<file path="src/rtl/voice_amp_scheduler.sv">
// Time-multiplexes one shared Amplifier across NUM_VOICES voices and
// mixes their outputs into one saturated 20-bit sample per frame.
module voice_amp_scheduler #(
    parameter int NUM_VOICES  = 4,
    parameter int AMP_LATENCY = 2,
    parameter int OUT_SHIFT   = 12
) (
    input  logic                    Sys_clk,
    input  logic                    Sched_rst,
    input  logic                    Frame_strobe,
    input  logic [NUM_VOICES-1:0]   Voice_en,
    input  logic [32*NUM_VOICES-1:0] Env_bus,
    input  logic [32*NUM_VOICES-1:0] Osc_bus,
    input  logic [31:0]             Amp_out_i,
    output logic                    Amp_ce_o,
    output logic                    Amp_rst_o,
    output logic [31:0]             Amplitude_o,
    output logic [31:0]             Oscillator_o,
    output logic [19:0]             Sample_out,
    output logic                    Sample_valid,
    output logic                    Busy,
    output logic                    Overrun
);
    localparam int VW = (NUM_VOICES > 1) ? $clog2(NUM_VOICES) : 1;
    localparam int CW = (AMP_LATENCY > 1) ? $clog2(AMP_LATENCY + 1) : 1;

    typedef enum logic [2:0] {IDLE, ISSUE, WAIT, ACCUM, DONE} state_t;

    state_t                 state;
    logic [NUM_VOICES-1:0]  mask;
    logic [VW-1:0]          voice;
    logic [CW-1:0]          wait_cnt;
    logic signed [33:0]     acc;

    logic                   low_found;
    logic [VW-1:0]          low_voice;
    logic                   nxt_found;
    logic [VW-1:0]          nxt_voice;
    logic signed [33:0]     acc_sum;
    logic signed [33:0]     shifted;
    logic [19:0]            sat_out;

    assign Amp_rst_o = Sched_rst;

    // Operands follow the live buses while the amplifier is enabled.
    assign Amplitude_o  = Amp_ce_o ? Env_bus[32*int'(voice) +: 32] : '0;
    assign Oscillator_o = Amp_ce_o ? Osc_bus[32*int'(voice) +: 32] : '0;

    always_comb begin
        low_found = 1'b0;
        low_voice = '0;
        for (int i = NUM_VOICES - 1; i >= 0; i--) begin
            if (Voice_en[i]) begin
                low_found = 1'b1;
                low_voice = VW'(i);
            end
        end
        nxt_found = 1'b0;
        nxt_voice = '0;
        for (int i = NUM_VOICES - 1; i >= 0; i--) begin
            if (mask[i] && (i > int'(voice))) begin
                nxt_found = 1'b1;
                nxt_voice = VW'(i);
            end
        end
    end

    always_comb begin
        acc_sum = acc + {{2{Amp_out_i[31]}}, Amp_out_i};
        shifted = acc_sum >>> OUT_SHIFT;
        if (shifted > 34'sd524287)
            sat_out = 20'h7FFFF;
        else if (shifted < -34'sd524288)
            sat_out = 20'h80000;
        else
            sat_out = shifted[19:0];
    end

    always_ff @(posedge Sys_clk) begin
        if (Sched_rst) begin
            state        <= IDLE;
            mask         <= '0;
            voice        <= '0;
            wait_cnt     <= '0;
            acc          <= '0;
            Amp_ce_o     <= 1'b0;
            Sample_out   <= '0;
            Sample_valid <= 1'b0;
            Busy         <= 1'b0;
            Overrun      <= 1'b0;
        end else begin
            Sample_valid <= 1'b0;
            if (Frame_strobe && state != IDLE)
                Overrun <= 1'b1;
            unique case (state)
                IDLE: begin
                    if (Frame_strobe) begin
                        mask <= Voice_en;
                        acc  <= '0;
                        Busy <= 1'b1;
                        if (low_found) begin
                            state    <= ISSUE;
                            voice    <= low_voice;
                            Amp_ce_o <= 1'b1;
                        end else begin
                            state        <= DONE;
                            Sample_out   <= '0;
                            Sample_valid <= 1'b1;
                        end
                    end
                end
                ISSUE: begin
                    state    <= WAIT;
                    wait_cnt <= CW'(AMP_LATENCY - 1);
                end
                WAIT: begin
                    if (wait_cnt == '0)
                        state <= ACCUM;
                    else
                        wait_cnt <= wait_cnt - 1'b1;
                end
                ACCUM: begin
                    acc <= acc_sum;
                    if (nxt_found) begin
                        state <= ISSUE;
                        voice <= nxt_voice;
                    end else begin
                        state        <= DONE;
                        Amp_ce_o     <= 1'b0;
                        Sample_out   <= sat_out;
                        Sample_valid <= 1'b1;
                    end
                end
                DONE: begin
                    state <= IDLE;
                    Busy  <= 1'b0;
                end
                default: state <= IDLE;
            endcase
        end
    end
endmodule
</file>
<file path="config.mk">
export PLATFORM = sky130hd
export DESIGN_NAME = voice_amp_scheduler
export DESIGN_NICKNAME = d
export VERILOG_FILES = /design/src/rtl/voice_amp_scheduler.sv
export SDC_FILE = /design/constraint.sdc
export NUM_CORES = 1
export LEC_CHECK = 0
export CORE_AREA = 2 2 148 150
export DETAILED_ROUTE_END_ITERATION = 8
export DIE_AREA = 0 0 150 152
export PLACE_DENSITY_LB_ADDON = 0.1
export SYNTH_ARGS = -nofsm -noshare
export SYNTH_HDL_FRONTEND = slang
export SYNTH_SLANG_ARGS = --single-unit
</file>
<file path="constraint.sdc">
create_clock -name Sys_clk -period 6.3 [get_ports Sys_clk]
set_input_delay 1.26 -clock Sys_clk [delete_from_list [all_inputs] [get_ports Sys_clk]]
set_output_delay 1.26 -clock Sys_clk [all_outputs]
set_load 0.005 [all_outputs]
</file>
==> metrics.cfg <==
[run_status]
outcome=complete, no violations

[sta]
tightest_slew_ns=1.06
relSlewSlack=0.290
setup_tns_ns=0
fmax_ghz=0.201
finalHoldViolations=0
period_share=0.789
maxSlewViolCount=0
fin_skew_ns=0.00812
layout_min_cycle_time_ns=4.97
grt_setup_unrepaired=false
setup_slack_ns=1.33
setup_viol=0

[routing]
post_drt_wl_per_cell_um=22.4
remaining_drc_errors=0
ant_nets=0
num_vias=7604
drtIter0Drc=464
first_pass_iters=5
drt-total-wl_mm=31.3
vias_per_cell=5.44

[layout]
final.fill_count=2036
post-route-util=0.525
layout_commonest_cell=clkdlybuf4s50_1
areaGrowthSynthToFinish_pct=62.3
fin_nets=1434
drive_gt1_frac=0.128
final_cell_mix=clkdlybuf4s50_1 (382), nor2_1 (77), and2_1 (66)

[logic_synthesis]
ys_types=76
synthTopCellsByArea=mux4_2 (21%), dfxtp_1 (20%), ha_1 (6.2%), and2_1 (6.0%), nor2_1 (4.3%)
ys_seq_area_frac=0.197
yosysTopAreaCellShare=0.209
synth_flop_cell=dfxtp_1
syn_inst=768
synth-edff-count=0
netlist_area_um2=6910
post_synth.cell_area_avg_um2=9.00
yosysWarnings=0
synthArstFlopShare=0
ys_seq_elements=68
syn_nets=1098
yosysTopAreaCell=mux4_2

[critical_path]
cp-end-kind=flip-flop
max_stage_delay_ns=0.86
cp-start-kind=input port
worstPathRequired_ns=6.55
crit_type=in2reg
crit_slowest_cell=a211oi_4
crit_family=compound AO/OA/AOI/OAI gates
cp_max_fo=14
crit_buf_inv=2
crit_top_cell=a21oi_2
arrival_ns=5.22
crit_chain=clkdlybuf4s50_1, ha_1, inv_1, fa_1, nand2b_1, a21oi_2, a41oi_2, a21oi_2, nor4_1, or4b_4, a211oi_4, a221oi_1, a211oi_1

[clock_tree]
worstSkewPairLatency_ns=0.35
cts_buffer_depth=2
cts_buffers=9
cts_resized=0
cts_htree_levels=3
path_clk_slew_ns=0.05
cts_setup_buffers=0
cts-root-buf=clkbuf_16
hold_buffers=0
cts_sinks=68
cts_tree=built

[grt]
gr-usage-all-layers=0.268
grt_max_degree=71
grt_pass1_vias=7509
grt_pass1_wl_mm=46.1
antenna_found_initial=12
grt_overflow=0

[placed_design]
dp_hpwl_mm=25.2
place_ws_ns=1.01
gp_congestion=0.923
place.port_buffers=383

[power]
p_leak_uw=0.00407
finalPower_uw=2080
ir_worst_vdd_uv=102
p_per_area_nw_per_um2=186

[floorplan]
start_util=0.324
die_h_um=152
core-area_um2=21400
rows=54
die_w_um=150
io-pin-count=384
design.die.area_um2=22800

[run]
maxCapViolCount=0

[worst_hold_path]
hp-class=reg2reg

==> logic make-up after synthesis <==
logic type	share of synthesized area
AOI/OAI and AO/OA	0.232
DFF	0.197
and+or+nand+nor	0.198
adders and majority gates	0.0644
buffers and inverters	0.0518
xor gates and xnor gates	0.0342
muxes	0.223
==> synthesized netlist by cell type, types with 3 or more instances <==
cell / instances
a211oi_1: 8
a211oi_2: 12
a21o_1: 9
a21oi_1: 53
a21oi_2: 6
a221oi_1: 4
a221oi_2: 10
a22oi_1: 29
a31oi_1: 4
and2_1: 66
and2b_1: 3
buf_1: 9
buf_2: 12
buf_6: 3
clkbuf_1: 35
dfxtp_1: 68
ha_1: 34
inv_1: 19
mux2i_1: 9
mux4_2: 64
nand2_1: 61
nand2b_1: 7
nand3_1: 10
nand4_1: 7
nor2_1: 79
nor2b_1: 5
nor3_1: 9
nor4_1: 4
o2111ai_1: 3
o211ai_1: 6
o21a_1: 6
o21ai_0: 26
o21ai_1: 6
o31ai_1: 3
or2_2: 3
xnor2_1: 16
xor2_1: 11
==> through the flow <==
stage               instance area [um2]  cells  hold slack, ns
global placement                  10900   1373           0.434
detailed placement                10900   1373           0.433
floorplan                          6910    768           0.435
finish                            11200   1399           0.440
global route                      11200   1397           0.467
CTS                               11200   1389           0.441
==> flip-flops by register name, summed over array words and instances, names as in the netlist <==
| register | flops |
|---|---|
| Sample_out | 20 |
| acc | 34 |
| voice | 2 |
| Overrun | 1 |
| Amp_ce_o | 1 |
| mask | 3 |
| Busy | 1 |
| wait_cnt | 2 |
| Sample_valid | 1 |
| state | 3 |
==> power by group <==
part	switching, uW	total, uW	internal (uW)
logic	388	972	584
registers	111	574	463
clock network	207	536	329
==> path summary, 6_finish.rpt <==
| path | startpoint | end | slack, ns | cells past startpoint |
|---|---|---|---|---|
| worst min register to register | Sample_out[14] | Sample_out[14] | 0.44 | 2 |
| worst max-delay path | Amp_out_i[0] | Sample_out[17] | 1.33 | 13 |
| worst min-delay path | Sample_out[14] | Sample_out[14] | 0.44 | 2 |
| worst max register to register | acc[0] | Sample_out[17] | 2.34 | 12 |
==> worst min-delay path: stages (launching register included) <==
cell and delay (ns):
dfxtp_1 0.31, nand2_1 0.05, nand2_1 0.04
==> final cells by class <==
cell class	count	area [um2]	area share
multi-input cells	618	5220	0.466
diodes	10	25.0	0.00223
flip-flops and latches	68	1370	0.122
clock inverters	5	58.8	0.00524
inverters	19	71.3	0.00636
repair buffers	388	3870	0.345
clock buffers	11	253	0.0225
well taps	280	350	0.0312
==> metal layers <==
metal  routed length [um]  vias up  track usage
met3                 2740       35       0.0784
li1                     -     3577            -
met5                   54        -            0
met4                  740        6        0.107
met2                14800      311        0.424
met1                12900     3675        0.343
Note: power is estimated with default switching activity, not from simulation.
